File: config.mk
export PLATFORM = sky130hd
export DESIGN_NAME = pll_phase_ctrl
export DESIGN_NICKNAME = d
export VERILOG_FILES = /design/src/rtl/pll_phase_ctrl.sv
export SDC_FILE = /design/constraint.sdc
export NUM_CORES = 1
export LEC_CHECK = 0
export ABC_AREA = 1
export CAP_MARGIN = 20
export CORE_MARGIN = 2
export CORE_UTILIZATION = 50
export DETAILED_ROUTE_END_ITERATION = 6
export PLACE_DENSITY = 0.82
export SLEW_MARGIN = 20
export SYNTH_ARGS = -nofsm -noshare
export SYNTH_HDL_FRONTEND = slang
export SYNTH_SLANG_ARGS = --single-unit
export TNS_END_PERCENT = 1
File: constraint.sdc
create_clock -name clki -period 3.15 [get_ports clki]
set_input_delay 0.63 -clock clki [delete_from_list [all_inputs] [get_ports clki]]
set_output_delay 0.63 -clock clki [all_outputs]
set_load 0.02 [all_outputs]
File: src/rtl/pll_phase_ctrl.sv
// PLL phase-adjust controller.
// Sequences the PLL reset, waits for lock, then serves phase-adjust requests by
// driving PHASESEL/PHASEDIR, issuing a train of PHASESTEP pulses and a final
// PHASELOADREG pulse, and waiting for the PLL to relock. Every output is a
// flop, so no input reaches an output combinationally.
module pll_phase_ctrl #(
  parameter int unsigned RST_CYCLES   = 16,
  parameter int unsigned LOCK_TIMEOUT = 4096,
  parameter int unsigned STEP_CYCLES  = 4
) (
  input  logic       clki,
  input  logic       rst,
  input  logic       lock,
  input  logic       req_valid,
  output logic       req_ready,
  input  logic [1:0] req_sel,
  input  logic       req_dir,
  input  logic [3:0] req_steps,
  output logic       pll_rst,
  output logic       phasesel1,
  output logic       phasesel0,
  output logic       phasedir,
  output logic       phasestep,
  output logic       phaseloadreg,
  output logic       locked,
  output logic       done,
  output logic       err
);

  // Phase counter covers both the PLL reset hold and the step/setup/load widths.
  localparam int unsigned CntMax = (RST_CYCLES > STEP_CYCLES) ? RST_CYCLES : STEP_CYCLES;
  localparam int unsigned CntW   = $clog2(CntMax + 1);
  localparam int unsigned ToW    = $clog2(LOCK_TIMEOUT + 1);

  typedef enum logic [2:0] {
    StPrst,
    StWlock,
    StIdle,
    StSetup,
    StStepHi,
    StStepLo,
    StLoad,
    StRelock
  } state_e;

  state_e          state_q, state_d;
  logic [CntW-1:0] cnt_q, cnt_d;
  logic [ToW-1:0]  to_q, to_d;
  logic [1:0]      sync_q;
  logic            lock_s;

  logic [1:0]      sel_q, sel_d;
  logic            dir_q, dir_d;
  logic [3:0]      steps_q, steps_d;

  logic            err_set;
  logic            done_set;

  logic            pll_rst_q;
  logic            phasestep_q;
  logic            phaseloadreg_q;
  logic            req_ready_q;
  logic            locked_q;
  logic            done_q;
  logic            err_q;

  logic            rst_last;
  logic            step_last;
  logic            to_last;

  assign lock_s    = sync_q[1];
  assign rst_last  = (cnt_q == CntW'(RST_CYCLES - 1));
  assign step_last = (cnt_q == CntW'(STEP_CYCLES - 1));
  assign to_last   = (to_q == ToW'(LOCK_TIMEOUT - 1));

  // Two-flop synchroniser for the asynchronous PLL lock indication.
  always_ff @(posedge clki) begin
    if (rst) begin
      sync_q <= 2'b00;
    end else begin
      sync_q <= {sync_q[0], lock};
    end
  end

  // Next-state logic, request latching and error/done event detection.
  always_comb begin
    state_d  = state_q;
    sel_d    = sel_q;
    dir_d    = dir_q;
    steps_d  = steps_q;
    err_set  = 1'b0;
    done_set = 1'b0;

    unique case (state_q)
      StPrst: begin
        if (rst_last) begin
          state_d = StWlock;
        end
      end

      StWlock: begin
        if (lock_s) begin
          state_d = StIdle;
        end else if (to_last) begin
          state_d = StPrst;
          err_set = 1'b1;
        end
      end

      StIdle: begin
        // A handshake already seen by the requester wins over a same-cycle lock
        // loss; RELOCK will then catch the missing lock via its timeout.
        if (req_valid) begin
          sel_d   = req_sel;
          dir_d   = req_dir;
          steps_d = req_steps;
          state_d = StSetup;
        end else if (!lock_s) begin
          state_d = StPrst;
          err_set = 1'b1;
        end
      end

      StSetup: begin
        if (step_last) begin
          state_d = (steps_q == 4'd0) ? StLoad : StStepHi;
        end
      end

      StStepHi: begin
        if (step_last) begin
          state_d = StStepLo;
        end
      end

      StStepLo: begin
        if (step_last) begin
          steps_d = steps_q - 4'd1;
          state_d = (steps_q == 4'd1) ? StLoad : StStepHi;
        end
      end

      StLoad: begin
        if (step_last) begin
          state_d = StRelock;
        end
      end

      StRelock: begin
        if (lock_s) begin
          state_d  = StIdle;
          done_set = 1'b1;
        end else if (to_last) begin
          state_d = StPrst;
          err_set = 1'b1;
        end
      end

      default: begin
        state_d = StPrst;
      end
    endcase
  end

  // Both counters restart on every state entry and saturate instead of wrapping.
  always_comb begin
    cnt_d = cnt_q;
    to_d  = to_q;
    if (state_d != state_q) begin
      cnt_d = '0;
      to_d  = '0;
    end else begin
      if (cnt_q != {CntW{1'b1}}) begin
        cnt_d = cnt_q + 1'b1;
      end
      if (to_q != ToW'(LOCK_TIMEOUT)) begin
        to_d = to_q + 1'b1;
      end
    end
  end

  // State, counters, latched request and registered outputs.
  always_ff @(posedge clki) begin
    if (rst) begin
      state_q        <= StPrst;
      cnt_q          <= '0;
      to_q           <= '0;
      sel_q          <= 2'b00;
      dir_q          <= 1'b0;
      steps_q        <= 4'd0;
      pll_rst_q      <= 1'b1;
      phasestep_q    <= 1'b0;
      phaseloadreg_q <= 1'b0;
      req_ready_q    <= 1'b0;
      locked_q       <= 1'b0;
      done_q         <= 1'b0;
      err_q          <= 1'b0;
    end else begin
      state_q        <= state_d;
      cnt_q          <= cnt_d;
      to_q           <= to_d;
      sel_q          <= sel_d;
      dir_q          <= dir_d;
      steps_q        <= steps_d;
      // Outputs decode the next state so they line up with state_q.
      pll_rst_q      <= (state_d == StPrst);
      phasestep_q    <= (state_d == StStepHi);
      phaseloadreg_q <= (state_d == StLoad);
      req_ready_q    <= (state_d == StIdle);
      locked_q       <= (state_d == StIdle);
      done_q         <= done_set;
      err_q          <= err_q | err_set;
    end
  end

  assign pll_rst      = pll_rst_q;
  assign phasesel1    = sel_q[1];
  assign phasesel0    = sel_q[0];
  assign phasedir     = dir_q;
  assign phasestep    = phasestep_q;
  assign phaseloadreg = phaseloadreg_q;
  assign req_ready    = req_ready_q;
  assign locked       = locked_q;
  assign done         = done_q;
  assign err          = err_q;

endmodule

# After elaboration in Yosys (flattened, before gate mapping)
# Cells that the tools add are included.
[totals]
inputBits = 11
regBits = 36
output_inout_bits = 10
word_cells = 67
[classes]
n_addsub = 3
eq_ne = 19
n_bitwise = 2
n_mux = 21
reduce_logical = 9
[op_table]
columns = ["cell", "n"]
rows = [
  ["$mux W3", 9],
  ["$pmux W3 S7", 1],
  ["$eq A3 B3 Y1 const B", 6],
  ["$add A13 B1 Y13 const B", 1],
  ["$eq A13 B12 Y1 const B", 1],
  ["$ne A13 B13 Y1 const B", 1],
  ["$eq A3 B2 Y1 const B", 3],
  ["$mux W4", 2],
  ["$pmux W4 S2", 1],
  ["$logic_not A3 Y1", 2],
  ["$reduce_or A2 Y1", 3],
  ["$add A5 B1 Y5 const B", 1],
  ["$eq A5 B2 Y1 const B", 1],
  ["$eq A5 B4 Y1 const B", 1],
  ["$mux W1", 5],
  ["$ne A5 B5 Y1 const B", 1],
  ["$eq A4 B1 Y1 const B", 1],
  ["$logic_not A4 Y1", 1],
  ["$mux W2", 2],
  ["$ne A2 B2 Y1 const B", 2],
  ["$sub A4 B1 Y4 const B", 1],
  ["$eq A3 B1 Y1 const B", 1],
  ["$ne A3 B3 Y1", 1],
  ["$reduce_and A3 Y1", 1],
  ["5 further kinds", 5],
]

# Logic depth before layout (Yosys ltp)
[logic_depth]
ltp_word = 6
mapped_depth = 13
depth_no_buf = 12

# Worst setup path after synthesis
# OpenSTA, ideal clock, no wires.
[synth_timing]
kind = "reg-to-reg"
startpoint = "register cnt_q[0]"
endpoint = "register cnt_q[3]"
arrival_ps = 1632
path_stages_with_launch = 10
required_time_ps = 3077
setup_ps = 73
path_buffers = 1
path_slack_ps = 1445
period_less_slack_ps = 1705
cell_sequence = "dfxtp_1 ha_1 nand2_1 nor2_1 ha_1 or2_2 nand3_1 nand2_4 buf_6 nor3_4"
[synth_via]
elab_chain_len = 5
elab_cells_between_ends = 12
cone_classes = "1 x add/sub; 4 x eq/ne; 6 x mux; 1 x reduce/logical"
[synth_lines]
columns = ["element", "line_no", "source"]
rows = [
  ["start: declaration", "47", "logic [CntW-1:0] cnt_q, cnt_d;"],
  ["start signal: assignment", "200", "cnt_q <= cnt_d;"],
  ["$eq A5 B2 Y1 / $eq A5 B4 Y1 (equally long branches)", "73, 72", ""],
  ["$mux W3 (on tied branches)", "n/a", ""],
  ["$pmux W3 S7", "94", "unique case (state_q)"],
  ["$ne A3 B3 Y1", "169", "if (state_d != state_q) begin"],
  ["$reduce_or A2 Y1 (no line)", "n/a", ""],
]
# Parallel ways exist; a longest one is shown, timed or not.
# A chain may end at the register's enable or synchronous reset.

# Worst setup path after layout
[layout_timing]
startpoint = "input port rst"
endpoint = "register to_q[9]"
[layout_via]
elab_chain_len = 1
[layout_lines]
columns = ["element", "line_no", "source"]
rows = [
  ["start: declaration", "12", "input logic rst,"],
  ["$reduce_or A2 Y1 (no line)", "n/a", ""],
  ["end signal: assignment", "201", "to_q <= to_d;"],
  ["end: declaration", "48", "logic [ToW-1:0] to_q, to_d;"],
]
# No other way between the ends.

==> impl_metrics.py <==
metrics = {
    "drt": {
        "drcViolationCount": 0,
        "wl_um": 3470,
        "num_vias": 1574,
        "final_antenna_net_count": 0,
        "viasPerCell": 4.97,
        "wl_per_cell_um": 10.9,
        "firstDrtPassIters": 4,
        "drt_iter0_drc": 71,
    },
    "power": {
        "vdd_ir_drop_max_uv": 182,
        "sequentialPowerShare_pct": 54.7,
        "swShare_pct": 22.7,
        "power_density_mw_per_mm2": 381,
        "clock_power_share_pct": 38.7,
        "p_int_mw": 0.665,
        "power.switching_mw": 0.195,
        "p_leak_nw": 0.909,
        "comb_power_share_pct": 6.6,
    },
    "cts": {
        "cts_buffer_depth": 2,
        "cts_hold_repair.buffers": 0,
        "cts_tree": "yes",
        "clk_pin_slew_worst_paths_ns": 0.07,
        "cts_buffers": 5,
        "post_cts_buffers": 0,
        "cts_root_buf": "clkbuf_8",
        "clock_latency_ns": 0.29,
        "cts_max_level": 2,
        "clock-sinks": 36,
        "cts_resized": 0,
    },
    "setup_path": {
        "crit-reg2reg-launch": "cnt_q[0]$_SDFFE_PP0P_",
        "cp.arrival_ns": 2.29,
        "cp-end-kind": "register",
        "crit_required_ns": 3.36,
        "critical_path.startpoint": "rst",
        "worst_setup_path_start_kind": "primary input",
        "crit_type": "primary input to register",
        "path_max_fanout": 18,
    },
    "die": {
        "rows": 22,
        "die-area_mm2": 0.00439,
        "coreArea_mm2": 0.00369,
        "die_y_um": 66.2,
        "fp.dieW_um": 66.2,
        "io_pins": 21,
        "initial_core_util_pct": 52.5,
    },
    "status": {
        "status": "completed",
    },
    "final_layout": {
        "final_common_cell": "nand2_1",
        "drive_gt1_share_pct": 15.6,
        "nFillCells": 355,
        "nets": 287,
        "fin_area_mm2": 0.00225,
        "synthToLayoutAreaGrowth_pct": 16.5,
        "final-seq-area_um2": 721,
        "final_cell_mix": "40 x nand2_1, 36 x dfxtp_1, 30 x inv_1",
        "multiInputGateArea_mm2": 0.00106,
        "diodes": 0,
    },
    "yosys": {
        "synth_ff_type": "dfxtp_1",
        "yosys_warnings": 0,
        "synth_area_leaders": "dfxtp_1 37%, nand2_1 7.8%, xor2_1 6.3%",
        "yosysSeqAreaShare_pct": 37.2,
        "synth_area_per_cell_um2": 7.90,
        "ys_types": 34,
        "synth_edf_count": 0,
        "synth_top_area_share_pct": 37.2,
        "syn_nets": 264,
        "synthCells": 245,
        "ys_ff_latch": 36,
        "synthesis.area_mm2": 0.00194,
        "synthArstFlopShare_pct": 0,
        "synth_top_cell_by_area": "dfxtp_1",
    },
    "timing": {
        "worst_pin_slew_ns": 0.391,
        "rsz0062_at_grt": "false",
        "setup_viol": 0,
        "hold_viol": 0,
        "setup_ws_ns": 1.06,
        "relSlewSlack_pct": 73.9,
        "max_freq_mhz": 479,
        "fin_worst_skew_ns": 0.00667,
        "slew_violations": 0,
        "min_period_ns": 2.09,
        "tns_ns": 0,
        "fin_crit_sh_pct": 66.2,
    },
    "placed_design": {
        "portBuffers": 20,
        "dp_hpwl_um": 2570,
        "postPlaceCellArea_mm2": 0.00216,
        "dp_slack_ns": 0.769,
        "place.gp.congestion": 0.887,
    },
    "global_route": {
        "overflow": 0,
        "grt_pass1_vias": 1394,
        "antenna_found_initial": 0,
        "track_usage_pct": 18.1,
        "grt_max_degree": 19,
        "grt_pass1_wl_um": 6010,
    },
    "hold_path": {
        "worstHoldStart": "sync_q[0]$_SDFF_PP0_",
        "min_path_type": "register to register",
    },
    "run": {
        "maxCapViolCount": 0,
    },
}
[per-stage QoR]
step	instances	utilization, %	power (mW)	hold WS, ns
after floorplan	245	-	0.517	0.388
after global placement	309	58.6	0.534	0.396
after detailed placement	309	58.6	0.538	0.398
after CTS	317	61.1	0.871	0.409
after global routing	317	61.1	0.895	0.431
final	317	61.1	0.860	0.409
[path summary, 6_finish.rpt]
check	to	slack, ns	cells past startpoint
max	to_q[9]$_SDFFE_PP0P_	1.06	6
min	sync_q[1]$_SDFF_PP0_	0.41	2
max reg2reg	to_q[9]$_SDFFE_PP0P_	1.19	11
min reg2reg	sync_q[1]$_SDFF_PP0_	0.41	2
[power by group through the flow]
stage               registers (mW)  clock network (mW)  logic, mW
floorplan                    0.479                   0     0.0375
global placement             0.480                   0     0.0539
finish                       0.470               0.333     0.0568
CTS                          0.470               0.344     0.0574
detailed placement           0.481                   0     0.0572
global route                 0.471               0.360     0.0632
[synthesized netlist by cell type, types with 2 or more instances]
| master | count |
|---|---|
| nand2_1 | 40 |
| dfxtp_1 | 36 |
| inv_1 | 30 |
| nor2_1 | 26 |
| xor2_1 | 14 |
| nor3_1 | 12 |
| nand3_1 | 11 |
| nand2_2 | 10 |
| nor3_2 | 9 |
| ha_1 | 8 |
| o21ai_0 | 8 |
| a21oi_1 | 5 |
| inv_2 | 3 |
| nand3_2 | 3 |
| nand4_1 | 3 |
| nor4_1 | 3 |
| a211oi_1 | 2 |
| buf_6 | 2 |
| nor2_2 | 2 |
| nor2_4 | 2 |
| nor3_4 | 2 |
| xnor2_1 | 2 |
[kinds of logic (layout without fill, tap and decap cells)]
family	Yosys count	in the layout	share of synthesized area (%)
multiplexers	1	1	0.517
flip-flops	36	36	37.2
XOR/XNOR	16	16	7.24
AND/OR/NAND/NOR	127	127	35.8
AO/OA/AOI/OAI	20	20	5.88
adder cells (fa/ha/maj)	8	8	5.17
buffers and inverters	37	61	8.14
[cell type report]
class,instances,share of cell area [%]
clock buffer,6,3.66
clock inverter,2,0.444
inverter,33,5.49
multi-input combinational,172,46.9
sequential,36,32.0
tap,48,2.66
timing repair buffer,20,8.88
[per-layer routing]
layer,vias up,part of all wire [%],track usage [%]
li1,832,-,-
met1,711,48,23.2
met2,26,46,28.7
met3,5,4.3,5.28
met4,0,1.8,6.89
met5,-,0,0
[critical path, cell delays in order]
cell and delay [ns]:
clkdlybuf4s50_1 0.60, inv_1 0.24, nand2_1 0.08, a21oi_1 0.23, nand3_4 0.28, nor3_1 0.23
[flip-flops by register name, indices dropped and copies added (netlist names), 2 cells and up]
name     cells
steps_q      4
to_q        13
sync_q       2
cnt_q        5
state_q      3
sel_q        2
(Power assumes the default switching activity.)
==> RTL change, RTL diff (same settings) <==
Take the reset off `to_q` and load it in a clocked block of its own.
--- a/src/rtl/pll_phase_ctrl.sv
+++ b/src/rtl/pll_phase_ctrl.sv
@@ -184,7 +184,6 @@
     if (rst) begin
       state_q        <= StPrst;
       cnt_q          <= '0;
-      to_q           <= '0;
       sel_q          <= 2'b00;
       dir_q          <= 1'b0;
       steps_q        <= 4'd0;
@@ -198,7 +197,6 @@
     end else begin
       state_q        <= state_d;
       cnt_q          <= cnt_d;
-      to_q           <= to_d;
       sel_q          <= sel_d;
       dir_q          <= dir_d;
       steps_q        <= steps_d;
@@ -213,6 +211,10 @@
     end
   end
 
+  always_ff @(posedge clki) begin
+    to_q <= to_d;
+  end
+
   assign pll_rst      = pll_rst_q;
   assign phasesel1    = sel_q[1];
   assign phasesel0    = sel_q[0];
Behaviour: same outputs for any inputs over 10 cycles, from zero or initial values and one cycle with rst high; that may be too few to reach the edited logic, so the function may still have changed.
==> RTL change against the original RTL <==
  * Design area down 2.8%
  * Sequential share of layout area increased by 0.91 points
  * Setup slack better by 0.0027 ns
  * Sequential cell count unchanged
  * Synthesized area decreased by 2.6%
  * Count of clock-buffer cells in the layout unchanged
  * Utilization shrank 0.80 points
  * Routed wire length shrank 1.7%
Power is not compared: it rests on default switching activity, and its combinational part moved more than twofold at a synthesized area within 25%.
==> RTL change: results (changes against the original RTL) <==
* WL per Instance at 11.2 µm (+1.9%)
* Post-Syn Instances at 235 (-4.1%)
* Post-synthesis compound-gate area fraction at 0.0756 (+0.0168)
* CP peak stage delay at 0.43 ns (-0.17 ns)
* Met1 usage at 0.230 (-0.00139)
* Worst slew margin at 0.749 (+0.00995)
* Synth Area in XOR/XNOR at 0.0697 (-0.00272)
* Mux cell area share after synthesis at 0.00531 (+0.000137)
* Initial DRC Count at 77 (+8.5%)
* Placer Congestion at 0.869 (-2.0%)
* Synth area leaders: dfxtp_1 (38%), nand2_1 (7.4%), nor2_1 (6.4%)
* Clk_skew at 0.00401 ns (-0.00267 ns)
* Crit-path slowest cell: clkdlybuf4s50_1
* Dominant synthesized flop cell: dfxtp_1
* M2 GR Usage at 0.279 (-0.00816)
* Synth Area in Adders at 0.0531 (+0.00137)
* Routed vias at 1,524 (-3.2%)
* FF-to-FF setup slack at 1.21 ns (+0.02 ns)
* Cell Count, Final, Fillers Out at 306 (-3.5%)
* Inst Count DP at 299 (-3.2%)
* Met3 Track Usage GR at 0.0548 (+0.00198)
* Setup WS pre-CTS at 0.761 ns (-0.00806 ns)
* Number of global-route vias before repair at 1,347 (-3.4%)
* Critical Path Source: req_valid
* Status: finished, final reports clean
* Cell variety after synth at 39 (+15%)
* Largest net degree at the start of global routing at 14 (-5)
* Syn nets at 254 (-3.8%)
* GRT Util Overall at 0.178 (-0.00297)
* R2R depth at 9 (-2)
* CP Max Fanout at 9 (-9)
* Crit path to: to_q[1]
* Period Utilization, post-route at 0.662 (-0.000854)
* First-pass GRT wire length at 5.88 mm (-2.2%)
==> RTL change: cell types whose count changed in the layout (fill, tap and decap cells not counted), sizes merged, moves of 3 or more <==
cell	change
nor3	-10
inv	-7
nand2	-6
nor3b	+5
o21ai	+5
nor2	+4
nand3	-3
xor2	-3
==> RTL change: cell type report <==
| cell class | count | area [µm²] |
|---|---|---|
| fill | 326 | 1440 |
| multi-input combinational | 168 | 1030 |
| sequential | 36 | 721 |
| timing repair buffer | 21 | 208 |
| inverter | 26 | 97.6 |
| clock buffer | 6 | 72.6 |
| tap | 48 | 60.1 |
| clock inverter | 1 | 5.00 |
==> RTL change: stage by stage <==
step,cell area [µm²],hold slack (ns)
floorplan,1890,0.388
global placement,2110,0.393
detailed placement,2110,0.400
CTS,2190,0.406
global route,2190,0.431
finish,2190,0.406
==> RTL change: per-layer routing <==
metal | share of wire | up-vias
li1 | - | 802
met1 | 0.49 | 673
met2 | 0.44 | 44
met3 | 0.057 | 5
met4 | 0.015 | 0
met5 | 0 | -
